**src/rtl/bit_packer_if.sv**
```systemverilog
// bit_packer_if: stream bundle for the bit packer.
// The master side offers chunks and consumes words; the slave side is the packer.
interface bit_packer_if #(
  parameter int WIDTH = 16
);
  localparam int LEN_W = $clog2(WIDTH + 1);

  logic             in_valid;
  logic             in_ready;
  logic [WIDTH-1:0] in_data;
  logic [LEN_W-1:0] in_len;
  logic             flush;
  logic             out_valid;
  logic             out_ready;
  logic [WIDTH-1:0] out_data;
  logic [LEN_W-1:0] out_fill;

  modport master (
    output in_valid, in_data, in_len, flush, out_ready,
    input  in_ready, out_valid, out_data, out_fill
  );

  modport slave (
    input  in_valid, in_data, in_len, flush, out_ready,
    output in_ready, out_valid, out_data, out_fill
  );
endinterface

```
**src/rtl/bit_packer.sv**
```systemverilog
// bit_packer: packs variable-length chunks (LSB-first) into dense WIDTH-bit words.
// Optional feature macro: BIT_PACKER_FLUSH_EN enables flush and the DRAIN mode
// that emits a final partial word. Without it, flush is ignored and only full
// words are ever produced.
module bit_packer #(
  parameter int WIDTH = 16
) (
  input logic       clk,
  input logic       arst,
  bit_packer_if.slave bus
);
  localparam int LEN_W = $clog2(WIDTH + 1);
  localparam int ACC_W = 3 * WIDTH;
  localparam int CNT_W = $clog2(ACC_W);

  typedef logic [CNT_W-1:0] cnt_t;
  typedef logic [LEN_W-1:0] len_t;

  localparam cnt_t W_C  = cnt_t'(WIDTH);
  localparam cnt_t W2_C = cnt_t'(2 * WIDTH);
  localparam len_t W_L  = len_t'(WIDTH);

  logic [ACC_W-1:0] acc_reg, acc_next, acc_pop, chunk;
  cnt_t             cnt_reg, cnt_next, cnt_pop;
  len_t             fill, len_c;
  logic             drain, full, out_valid, pop, push;

  // Mask with the low n bits set.
  function automatic logic [WIDTH-1:0] low_mask(input len_t n);
    logic [WIDTH-1:0] m;
    for (int i = 0; i < WIDTH; i++) m[i] = (i < int'(n));
    return m;
  endfunction

  // Output decode from state only; no input-to-output path.
  always_comb begin
    full      = (cnt_reg >= W_C);
    out_valid = full || (drain && (cnt_reg != '0));
    fill      = '0;
    if (out_valid) fill = full ? W_L : cnt_reg[LEN_W-1:0];
  end

  assign bus.out_valid = out_valid;
  assign bus.out_fill  = fill;
  assign bus.out_data  = acc_reg[WIDTH-1:0] & low_mask(fill);
  assign bus.in_ready  = !drain && (cnt_reg < W2_C);

  // Next state: pop the emitted word first, then append the accepted chunk above what remains.
  always_comb begin
    pop      = out_valid && bus.out_ready;
    push     = bus.in_valid && bus.in_ready;
    len_c    = (bus.in_len > W_L) ? W_L : bus.in_len;
    chunk    = {{(ACC_W-WIDTH){1'b0}}, bus.in_data & low_mask(len_c)};
    acc_pop  = pop ? (acc_reg >> fill) : acc_reg;
    cnt_pop  = pop ? (cnt_reg - cnt_t'(fill)) : cnt_reg;
    acc_next = acc_pop;
    cnt_next = cnt_pop;
    if (push) begin
      acc_next = acc_pop | (chunk << cnt_pop);
      cnt_next = cnt_pop + cnt_t'(len_c);
    end
  end

  // Accumulator and bit count.
  always_ff @(posedge clk or posedge arst) begin
    if (arst) begin
      acc_reg <= '0;
      cnt_reg <= '0;
    end else begin
      acc_reg <= acc_next;
      cnt_reg <= cnt_next;
    end
  end

`ifdef BIT_PACKER_FLUSH_EN
  typedef enum logic {FILL = 1'b0, DRAIN = 1'b1} mode_t;
  mode_t mode_reg;

  assign drain = (mode_reg == DRAIN);

  // FILL/DRAIN mode: enter on flush, leave once the buffer is empty.
  always_ff @(posedge clk or posedge arst) begin
    if (arst) begin
      mode_reg <= FILL;
    end else if (mode_reg == FILL) begin
      if (bus.flush) mode_reg <= DRAIN;
    end else if (cnt_next == '0) begin
      mode_reg <= FILL;
    end
  end
`else
  logic unused_flush;

  assign drain        = 1'b0;
  assign unused_flush = bus.flush;
`endif
endmodule

```
**src/flat_wrapper.sv**
```systemverilog
// flat-port wrapper written by rule: the top's interface ports become plain ports
module bit_packer_flat 
#(
  parameter int WIDTH = 16
)
  (clk, arst, bus_in_valid, bus_in_data, bus_in_len, bus_flush, bus_out_ready, bus_in_ready, bus_out_valid, bus_out_data, bus_out_fill);
  bit_packer_if #(.WIDTH(WIDTH)) bus_i ();
  input logic clk;
  input logic arst;
  input wire logic [$bits(bus_i.in_valid)-1:0] bus_in_valid;
  input wire logic [$bits(bus_i.in_data)-1:0] bus_in_data;
  input wire logic [$bits(bus_i.in_len)-1:0] bus_in_len;
  input wire logic [$bits(bus_i.flush)-1:0] bus_flush;
  input wire logic [$bits(bus_i.out_ready)-1:0] bus_out_ready;
  output wire logic [$bits(bus_i.in_ready)-1:0] bus_in_ready;
  output wire logic [$bits(bus_i.out_valid)-1:0] bus_out_valid;
  output wire logic [$bits(bus_i.out_data)-1:0] bus_out_data;
  output wire logic [$bits(bus_i.out_fill)-1:0] bus_out_fill;
  assign bus_i.in_valid = bus_in_valid;
  assign bus_i.in_data = bus_in_data;
  assign bus_i.in_len = bus_in_len;
  assign bus_i.flush = bus_flush;
  assign bus_i.out_ready = bus_out_ready;
  assign bus_in_ready = bus_i.in_ready;
  assign bus_out_valid = bus_i.out_valid;
  assign bus_out_data = bus_i.out_data;
  assign bus_out_fill = bus_i.out_fill;
  bit_packer #(.WIDTH(WIDTH)) u_core (.clk(clk), .arst(arst), .bus(bus_i));
endmodule
```
**config.mk**
```make
export PLATFORM = sky130hd
export DESIGN_NAME = bit_packer_flat
export DESIGN_NICKNAME = d
export VERILOG_FILES = /design/src/rtl/bit_packer_if.sv /design/src/rtl/bit_packer.sv /design/src/flat_wrapper.sv
export SDC_FILE = /design/constraint.sdc
export NUM_CORES = 1
export LEC_CHECK = 0
export BUFFER_PORTS_ARGS = -buffer_cell sky130_fd_sc_hd__buf_2
export CAP_MARGIN = 10
export CELL_PAD_IN_SITES_DETAIL_PLACEMENT = 1
export CELL_PAD_IN_SITES_GLOBAL_PLACEMENT = 1
export CORE_ASPECT_RATIO = 1.5
export CORE_MARGIN = 5
export CORE_UTILIZATION = 38
export DETAILED_ROUTE_END_ITERATION = 6
export PLACE_DENSITY = 0.75
export SETUP_SLACK_MARGIN = 0.4
export SLEW_MARGIN = 20
export SYNTH_ARGS = -nofsm -noshare
export SYNTH_HDL_FRONTEND = slang
export SYNTH_SLANG_ARGS = --single-unit
```
**constraint.sdc**
```tcl
create_clock -name clk -period 2.35 [get_ports clk]
set_input_delay 0.47 -clock clk [delete_from_list [all_inputs] [get_ports clk]]
set_output_delay 0.47 -clock clk [all_outputs]
set_load 0.03 [all_outputs]
```
### Yosys cells after proc, flatten, opt, wreduce, memory -nomap -nowiden

Cells that the tools add are included.

* add/subtract/negate cells: 2
* $mul: 0
* div/mod/pow operators: 0
* order comparisons: 35
* equal/unequal tests: 0
* shift operators: 2
* mux-type cells: 6
* bitwise operators: 3
* reductions and logical operators: 2

Operators with widths (count)
* $mux W48: 2
* $lt A4 B5 Y1 const A: 16
* $or A48 B48 Y48: 1
* $shl A16 B6 Y48: 1
* $shr A48 B5 Y48: 1
* $lt A3 B5 Y1 const A: 8
* $and A16 B16 Y16: 2
* $lt A1 B5 Y1 const A: 4
* $lt A2 B5 Y1 const A: 4
* $mux W6: 2
* $mux W5: 2
* $add A6 B5 Y6: 1
* $ge A6 B5 Y1 const B: 1
* $lt A6 B6 Y1 const B: 1
* $sub A6 B5 Y6: 1
* $gt A5 B5 Y1 const B: 1
* $logic_and A1 B1 Y1: 2

* register bits: 54
* bits in latches: 0
* RAM bits: 0
* memory bits (read-only): 0
* input port bits: 26
* memories: 0

### Depth between registers and ports, before layout

* depth in word-level cells: 7
* gate-level depth with buffers: 10
* gate-level depth less buffers: 8

### Least setup slack after synthesis

OpenSTA, ideal clock, no wires.

* kind: input to register
* start point: input bus_in_len[2]
* end point: register u_core.acc_reg[24]
* library setup time: 0.126 ns
* arrival time: 2.029 ns
* required time: 2.224 ns
* slack: 0.195 ns
* stages on the path: 6
* path buffers: 1
* cell sequence: buf_4 > a2111oi_4 > o22ai_1 > a21o_1 > a311o_1 > a221o_1

* cells in the longest elaborated chain, start to end: 7

RTL lines
* start: declaration: line flat_wrapper.sv:12 `input wire logic [$bits(bus_i.in_len)-1:0] bus_in_len;`
* $gt A5 B5 Y1: line bit_packer.sv:52 `len_c = (bus.in_len > W_L) ? W_L : bus.in_len;`
* $mux W5 (*): line bit_packer.sv:52
* $lt A1 B5 Y1 (tied with other cells): line bit_packer.sv:31 `for (int i = 0; i < WIDTH; i++) m[i] = (i < int'(n));`
* $and A16 B16 Y16 (*): line bit_packer.sv:53 `chunk = {{(ACC_W-WIDTH){1'b0}}, bus.in_data & low_mask(len_c)};`
* $shl A16 B6 Y48 (*): line bit_packer.sv:59 `acc_next = acc_pop | (chunk << cnt_pop);`
* $or A48 B48 Y48 (*): line bit_packer.sv:59
* $mux W48 (*): line bit_packer.sv:58 `if (push) begin`
* named net u_core.acc_next[24]: line bit_packer.sv:23 `logic [ACC_W-1:0] acc_reg, acc_next, acc_pop, chunk;`
* end signal: assignment: line bit_packer.sv:70 `acc_reg <= acc_next;`
* end: declaration: line bit_packer.sv:23

The timed path passes the listed nets; every way through them passes the cells marked *.

### Final worst setup path

* start point: register u_core.cnt_reg[0]
* end point: register u_core.acc_reg[24]

* cells in the longest elaborated chain, start to end: 7

RTL lines
* start: declaration: line bit_packer.sv:24 `cnt_t cnt_reg, cnt_next, cnt_pop;`
* start signal: assignment: line bit_packer.sv:71 `cnt_reg <= cnt_next;`
* $ge A6 B5 Y1: line bit_packer.sv:37 `full = (cnt_reg >= W_C);`
* $mux W5: line bit_packer.sv:40 `if (out_valid) fill = full ? W_L : cnt_reg[LEN_W-1:0];`
* $sub A6 B5 Y6: line bit_packer.sv:55 `cnt_pop = pop ? (cnt_reg - cnt_t'(fill)) : cnt_reg;`
* $mux W6: line bit_packer.sv:55
* $shl A16 B6 Y48: line bit_packer.sv:59
* $or A48 B48 Y48: line bit_packer.sv:59
* $mux W48 (*): line bit_packer.sv:58
* named net u_core.acc_next[24]: line bit_packer.sv:23

Marks and branches as above.

==> results_dict.tcl <==
set metrics [dict create \
    status "complete, no violations" \
    core_mm2 0.0101 \
    final_cells 684 \
    pwr-share-seq_pct 20.1 \
    via_count 4237 \
    finalWirelength_mm 15.7 \
    drc 0 \
    clockPowerShare_pct 11.3 \
    largest_reg_flops 48 \
    drt-initial-drc-count 319 \
    grt_pass1_wl_mm 22.6 \
    synth_seq_cells 54 \
    antenna_found_initial 0 \
    dr.pass1.iters 4 \
    drive_above_1_share_pct 34.0 \
    clock_latency_ns 0.30 \
    grt_use_met2_pct 41.3 \
    multi_input_comb_area_mm2 0.00271 \
    dieArea_mm2 0.0125 \
    grtUsageMet1_pct 26.5 \
    ys.warnings.count 0 \
    numCtsBuffers 5 \
    worstSetupEndpointType "flop" \
    antenna_cells 0 \
    critPathLaunchType "flop" \
    cp-endpoint "u_core.acc_reg[24]" \
    gr-usage-all-layers_pct 23.0 \
    gr-total-overflow 0 \
    p_leak_nw 2.31 \
    ios 49 \
    initial_core_util_pct 38.9 \
    powerDensity_mw_per_mm2 1450 \
    detail_route.wl_per_cell_um 23.0 \
    grt_setup_unrepaired "true" \
    synth.distinct_cells 62 \
    worstPathArrival_ns 2.30 \
    worst-setup-path-type "reg2reg" \
    reg2reg_depth 8 \
    r2r-start "u_core.cnt_reg[0]" \
    hpwl_mm 10.8 \
    synth_edf_count 0 \
    die_y_um 135 \
    top_usage_layer "met2" \
    gp_congestion 0.915 \
    min_path_type "in2async" \
    min_period_over_period_pct 90.0 \
    cp-startpoint "u_core.cnt_reg[0]" \
    layout_min_cycle_time_ns 2.12 \
    cp_max_fo 8 \
    hold_viol 0 \
    rows 45 \
    p_sw_share_pct 48.1 \
    htreeDepth 2 \
    tightest_slew_ns 0.551 \
    fin_nets 597 \
    ir_worst_vdd_mv 0.521 \
    cts_hold_buffers 0 \
    cts.sinks 54 \
    synth_area_mm2 0.00394 \
    dpl.cell_count 655 \
    clk_transition_reported_paths_ns 0.07 \
    root_buffer "clkbuf_16" \
    cts_buffer_depth 2 \
    setup_viol 0 \
    syn_avg_cell_area_um2 8.16 \
    fill_cells 1230 \
    ant_nets 0 \
    cap_violations 0 \
    required_ns 2.54 \
    cts_tree "built" \
    register_area_mm2 0.00135 \
    async_flop_share_pct 100 \
    slew_headroom_pct 63.2 \
    p_switching_mw 3.68 \
    syn_inst 483 \
    fmax_mhz 473 \
    comb_power_share_pct 68.5 \
    yosysSeqAreaShare_pct 34.3 \
    reg2reg_slack_ns 0.23 \
    p_int_mw 3.97 \
    portBuffers 43 \
    hold_ws_ns 0.153 \
    finalMaxSlewViolations 0 \
    crit-reg2reg-capture "u_core.acc_reg[24]" \
    skew_ns 0.00391 \
    grt_pass1_vias 4253 \
    grt_start_max_net_pins 31 \
    syn_to_final_growth_pct 34.5 \
    met3_usage_pct 2.51 \
    yosys_most_used_dff "dfrtp_1" \
    vias_per_cell 6.19 \
    die_w_um 93.1 \
]
## layout by cell type, fill, tap and decap left out, types with 8 or more instances in the layout
cell      instances
buf_4            63
buf_2            25
a21oi_1           9
o221ai_1          8
a221oi_1          8
o21ai_1           8
buf_6            15
nor2b_2           9
o22ai_1          16
nand2_1          53
mux2i_1          23
nand3_1          11
nor2b_1          13
o21ai_0          22
nor2_1           76
dfrtp_1          52
## critical path, cell delays in order (launching register included)
cell and delay [ns]:
dfrtp_2 0.43, buf_12 0.15, mux2i_1 0.17, a211o_1 0.18, buf_4 0.14, mux2i_2 0.06, and3_1 0.21, a311o_1 0.32
a221o_1 0.33
## stage by stage
stage / utilization [%] / TNS [ns] / instance area [um^2] / worst slack, ns / total power, mW
2_1_floorplan: - / 0 / 4020 / 0.348 / 4.27
3_3_place_gp: 44.5 / -0.0198 / 4510 / -0.00794 / 5.56
3_5_place_dp: 44.5 / -0.0422 / 4510 / -0.0247 / 5.71
4_1_cts: 46.7 / 0 / 4730 / 0.291 / 6.70
5_1_grt: 52.3 / 0 / 5300 / 0.148 / 8.07
6_report: 52.3 / 0 / 5300 / 0.234 / 7.66
## cell families after synthesis
group                    after synthesis  share of synthesized area, %
AO/OA/AOI/OAI                        145                          26.9
XOR/XNOR                               4                         0.889
adder cells (fa/ha/maj)                6                          1.84
buffers and inverters                 48                          6.38
flip-flops                            54                          34.3
multiplexers                          30                          7.72
other                                  1                        0.0952
AND/OR/NAND/NOR                      195                          21.8
## synthesized netlist by cell type (all sizes together) (5+ instances only)
master | instances | area share (%)
nor2b | 25 | 4.0
ha | 5 | 1.6
a21oi | 14 | 1.8
nor2 | 79 | 7.5
nand3 | 13 | 1.7
mux2i | 27 | 6.9
nor3 | 8 | 1.0
buf | 21 | 3.6
a22oi | 5 | 0.95
o221ai | 10 | 2.2
inv | 11 | 1.0
a211o | 6 | 1.4
dfrtp | 54 | 34
o21ai | 34 | 4.3
clkbuf | 15 | 1.7
o22ai | 20 | 3.2
a221oi | 11 | 2.4
nand2 | 55 | 5.2
## repair_timing
| action | CTS | global route |
|---|---|---|
| cloned | 1 | 3 |
| setup buffers | 0 | 17 |
| pin swaps | 3 | 14 |
| gates resized for setup | 15 | 120 |
| endpoints found under the setup margin | 45 | 49 |
## power by group through the flow
stage          registers, mW  clock network [mW]  logic [mW]
4_1_cts                 1.53               0.869        4.30
2_1_floorplan           1.47                   0        2.80
5_1_grt                 1.59               0.907        5.58
3_5_place_dp            1.54                   0        4.17
6_report                1.54               0.866        5.25
3_3_place_gp            1.51                   0        4.05
## worst min path at each step
stage / startpoint / end / slack (ns)
4_1_cts: arst / u_core.acc_reg[7] / 0.16
6_report: arst / u_core.acc_reg[3] / 0.15
5_1_grt: arst / u_core.acc_reg[3] / 0.20
3_3_place_gp: u_core.acc_reg[41] / u_core.acc_reg[41] / 0.46
2_1_floorplan: u_core.acc_reg[41] / u_core.acc_reg[41] / 0.44
3_5_place_dp: u_core.acc_reg[41] / u_core.acc_reg[41] / 0.47
## layer usage
metal  part of all wire [%]  vias up  routed length, um
met5                      0        -                  0
met4                    5.7        0                891
met3                    3.7       53                587
met2                     52      146               8160
met1                     39     2112               6070
li1                       -     1926                  -
## area by class of cell
cell class | instances | share of cell area, %
Inverter | 12 | 0.921
Clock inverter | 2 | 0.709
Multi-Input combinational cell | 384 | 51.2
Tap cell | 117 | 2.76
Sequential cell | 54 | 25.6
Timing Repair Buffer | 109 | 16.4
Clock buffer | 6 | 2.43
Note: power is estimated with default switching activity, not from simulation.
